[config.mk]
export PLATFORM = sky130hd
export DESIGN_NAME = simon_key_sched
export DESIGN_NICKNAME = d
export VERILOG_FILES = /design/src/rtl/simon_pkg.sv /design/src/rtl/simon_ks_step.sv /design/src/rtl/simon_key_sched.sv
export SDC_FILE = /design/constraint.sdc
export NUM_CORES = 1
export LEC_CHECK = 0
export CAP_MARGIN = 0
export CORE_UTILIZATION = 35
export DETAILED_ROUTE_END_ITERATION = 7
export DONT_BUFFER_PORTS = 1
export MAX_ROUTING_LAYER = met4
export PLACE_DENSITY = 0.45
export SLEW_MARGIN = 20
export SYNTH_ARGS = -nofsm -noshare
export SYNTH_HDL_FRONTEND = slang
export SYNTH_SLANG_ARGS = --single-unit
[constraint.sdc]
create_clock -name clk -period 5.85 [get_ports clk]
set_input_delay 1.755 -clock clk [delete_from_list [all_inputs] [get_ports clk]]
set_output_delay 1.755 -clock clk [all_outputs]
set_load 0.01 [all_outputs]
[src/rtl/simon_pkg.sv]
// simon_pkg: Simon 64/128 key-schedule constants and helpers
package simon_pkg;
  localparam int WORD_W = 32;
  localparam int KEY_WORDS = 4;
  localparam logic [5:0] N_ROUNDS = 6'd44;
  localparam logic [61:0] Z3 = 62'h3C2CE51207A635DB;
  localparam logic [31:0] C_CONST = 32'hFFFF_FFFC;
  function automatic logic [31:0] ror32(input logic [31:0] x, input logic [4:0] n);
    return (x >> n) | (x << (6'd32 - {1'b0, n}));
  endfunction
endpackage

[src/rtl/simon_ks_step.sv]
// simon_ks_step: one Simon 64/128 key-expansion step; ports k0,k1,k3 window words, z bit in, nk new word out
module simon_ks_step
  import simon_pkg::*;
(
  input  logic [WORD_W-1:0] k0,
  input  logic [WORD_W-1:0] k1,
  input  logic [WORD_W-1:0] k3,
  input  logic              z,
  output logic [WORD_W-1:0] nk
);
  logic [WORD_W-1:0] w_t;
  logic [WORD_W-1:0] w_t2;
  always_comb begin
    w_t  = ror32(k3, 5'd3) ^ k1;
    w_t2 = w_t ^ ror32(w_t, 5'd1);
    nk   = k0 ^ w_t2 ^ C_CONST ^ {{(WORD_W-1){1'b0}}, z};
  end
endmodule

[src/rtl/simon_key_sched.sv]
// simon_key_sched: Simon 64/128 on-the-fly round-key generator; ports clk, nrst (sync active-high), key_load/key_in, start, compute in; rk_out, rk_valid, rnd_idx out; zeroize in with SIMON_KS_ZEROIZE_EN
module simon_key_sched
  import simon_pkg::*;
(
  input  logic                        clk,
  input  logic                        nrst,
`ifdef SIMON_KS_ZEROIZE_EN
  input  logic                        zeroize,
`endif
  input  logic                        key_load,
  input  logic [KEY_WORDS*WORD_W-1:0] key_in,
  input  logic                        start,
  input  logic                        compute,
  output logic [WORD_W-1:0]           rk_out,
  output logic                        rk_valid,
  output logic [5:0]                  rnd_idx
);
  logic [KEY_WORDS*WORD_W-1:0] r_master;
  logic [WORD_W-1:0] r_k0, r_k1, r_k2, r_k3;
  logic [5:0] r_rnd;
  logic [WORD_W-1:0] w_nk;
  logic w_adv;
  logic w_z;
  logic w_clr;
  assign w_adv = compute && (r_rnd < N_ROUNDS);
  assign w_z = Z3[r_rnd % 6'd62];
`ifdef SIMON_KS_ZEROIZE_EN
  assign w_clr = nrst || zeroize;
`else
  assign w_clr = nrst;
`endif
  simon_ks_step u_step (
    .k0(r_k0),
    .k1(r_k1),
    .k3(r_k3),
    .z (w_z),
    .nk(w_nk)
  );
  always_ff @(posedge clk) begin
    if (w_clr) begin
      r_master <= '0;
      {r_k3, r_k2, r_k1, r_k0} <= '0;
      r_rnd <= '0;
    end else if (key_load) begin
      r_master <= key_in;
      {r_k3, r_k2, r_k1, r_k0} <= key_in;
      r_rnd <= '0;
    end else if (start) begin
      {r_k3, r_k2, r_k1, r_k0} <= r_master;
      r_rnd <= '0;
    end else if (w_adv) begin
      {r_k3, r_k2, r_k1, r_k0} <= {w_nk, r_k3, r_k2, r_k1};
      r_rnd <= r_rnd + 6'd1;
    end
  end
  assign rk_out = r_k0;
  assign rk_valid = w_adv;
  assign rnd_idx = r_rnd;
endmodule

==> results.md <==
* Status: finished clean
* Gate Count Post-Synth at 1542
* Vias in the first global route at 9165
* GP Congestion at 0.755
* Fin. Hold Viols at 0
* Synth area leaders: dfxtp_1 (42%), mux2i_1 (11%), nand2_1 (9.9%)
* CORE AREA at 34800 sq um
* Maximum clock frequency at 250 MHz
* Cts bufs inserted at 34
* Compound-Gate Fraction of Synth Area at 17.2%
* DIE AREA at 36300 sq um
* Area Growth Syn to Fin at 9.66%
* Worst setup margin at 1.85 ns
* CP cell instances: a21boi_2
* Xor and xnor area share after synthesis at 7.10%
* Cell variety after synth at 35
* Worst Clk Skew at 0.0115 ns
* Worst slack at placement at 1.87 ns
* Mux contribution to synthesized area at 10.5%
* Max cap viols at 0
* Data required, critical path at 4.09 ns
* Reg2Reg Setup Slack at 2.71 ns
* TNS Setup at 0 ns
* Cell taking the most area after synthesis: dfxtp_1
* Max Slew Vio Count at 0
* Initial Util at 35.8%
* Crit. End Element: output port
* Clock power frac at 43.9%
* Vias/cell at 5.08
* Post-route ant nets at 0
* Sequential share of power at 44.9%
* Register area share after synthesis at 42.1%
* Hold path start: r_k2[27]
* Maximum vdd drop at 0.188 mV
* CTS tree: yes
* Post_cts resized at 0
* RSZ-0062 raised after global routing: no
* Static Leak at 5.19 nW
* Post-Synth Simple-Gate Area at 18.5%
* Global-route wire length before repair at 51.5 mm
* Worst Path Buf+Inv at 0
* #FFs+latches synth at 262
* Cell area after layout at 13700 sq um
* Sequential cell area at 5250 sq um
* Multi-input logic area at 6730 sq um
* Layout cell share with drive strength beyond 1 at 3.78%
* Die width at 191 um
* Clock sink count at 262
* Synth Area in Adders at 0.502%
* Sw Ratio at 24.8%
* Synthesized area per cell at 8.08 sq um
* Clk root buf: clkbuf_16
* WL final at 32.3 mm
* Fin cells at 1937
* Drt pass-1 iters at 5
* Measured slew at the worst slew-check pin at 0.693 ns
* Clk pin slew, worst setup/hold paths at 0.05 ns
* Fin util at 39.3%
* Cell Count Post-Placement at 1883
* Worst r2r src: rnd_idx[0]
* Final period util at 68.4%
* N_diodes at 0
* Primary FF master, synth: dfxtp_1
* Hold WS at 0.447 ns
* I/O pin total at 172
* Row Count at 68
* Crit path kind: primary input to output port
* Switching pwr at 1.10 mW
* Min Clock Period, post-route at 4.00 ns
* Net Count, Synth at 1680
* DRT iter0 DRCs at 497
* HPWL after DPL at 19.0 mm
* Hold Crit Class: flop to flop
* CTS hold repair buffers at 0
* H-tree Lvls at 2
* Critical path's slowest cell: a21boi_2
* Synth Cell Area at 12500 sq um
* Cell family with most CP delay: compound AO/OA/AOI/OAI gates
* DRC at 0
* Fin nets at 1602
* Bufs on Longest Clock Path at 3
* Int Pwr at 3.35 mW
* Total gr overflow at 0
* Via count at 9833
* Critical path's largest stage delay at 0.49 ns
* Final number of setup-violating endpoints at 0
* Gr usage total at 18.1%
* Clock Latency Late Sink at 0.50 ns
* Die Height at 191 um
* Pwr dens at 326 nW/um^2
* Port Buffer Count at 0
* Critical Path Source: compute
* Arrival time at the worst endpoint at 2.25 ns
* Fillers at 3631
* Antenna violations before repair at 0
* Main combinational cell family by area after synthesis: simple AND/OR/NAND/NOR gates
* Final Power at 4.45 mW
* Largest net degree at the start of global routing at 387
* Cell Area, Placed at 12600 sq um
* CP Max Fanout at 10
* Power share of the combinational group at 11.2%
* FFs w/ async S/R, synth at 0%
* Post-synth EDFFs at 0
* Slew headroom at 53.8%
* # Post-CTS Setup Buffers at 0
* Yosys top cell area share at 42.1%
* Startpoint types: primary input
* Drt wl/cell at 16.7 um
* Synth warn at 0
## area by class of cell
class / count / area share [%]
multi-input combinational: 1158 / 49.3
sequential: 262 / 38.4
clock buffer: 51 / 7.46
tap: 455 / 4.17
timing repair buffer: 4 / 0.495
clock inverter: 3 / 0.110
inverter: 4 / 0.110
## flip-flops by register name (all words and copies together) (netlist names)
name      cells
r_master    128
rk_out       32
r_k2         32
rnd_idx       6
r_k3         32
r_k1         32
## power by group through the flow
stage               clock (mW)  sequential [mW]  combinational (mW)
finish                    1.95             2.00               0.499
CTS                       2.02             2.00               0.509
detailed placement           0             2.04               0.507
global placement             0             2.04               0.502
floorplan                    0             2.00               0.500
global route              2.10             2.01               0.571
## Yosys cell counts (all sizes together), types with 2 or more instances
master and n:
o31ai 2, clkbuf 94, buf 24, dfxtp 262, mux2i 131, a221oi 2, nor2 47, o21ai 133
ha 5, a211oi 2, nand3 5, nand2 330, nor3 2, xnor2 68, inv 4, a31oi 2
o211ai 30, nand4 5, nand2b 127, a21oi 227, xor2 33
## per-layer routing
layer	vias up	part of all wire (%)	track usage, %	wire length [um]
met4	0	1.5	4.12	476
met5	-	0	-	0
met2	183	44	26.7	14200
met1	4604	50	25.6	16200
met3	39	4.4	2.83	1410
li1	5007	-	-	-
## path summary, 6_finish.rpt
path                            cells after the start  endpoint
worst min register to register                      2  r_k2[27]
worst max-delay path                                1  rk_valid
worst max register to register                     12   r_k3[0]
worst min-delay path                                2  r_k2[27]
## placed cells by master (no fill, tap or decap), drive strengths merged
| cell type | instances |
|---|---|
| nand2 | 330 |
| o31ai | 2 |
| clkinv | 3 |
| or3 | 1 |
| o21ai | 133 |
| nand3 | 5 |
| o41ai | 1 |
| xnor2 | 68 |
| nor3 | 2 |
| a21boi | 1 |
| ha | 5 |
| o41a | 1 |
| clkbuf | 51 |
| dfxtp | 262 |
| a31oi | 2 |
| o211ai | 30 |
| nor2 | 47 |
| inv | 4 |
| nor2b | 1 |
| nand4 | 5 |
| xor2 | 33 |
| buf | 4 |
| a221oi | 2 |
| mux2i | 131 |
| a21oi | 227 |
| a211oi | 2 |
| and2 | 1 |
| nand2b | 127 |
| o21a | 1 |
## logic make-up after synthesis
logic type	count (synthesis)
buf+inv	122
flops	262
simple gates	519
compound gates	402
mux	131
xor+xnor	101
fa+ha+maj	5
(Power assumes the default switching activity.)
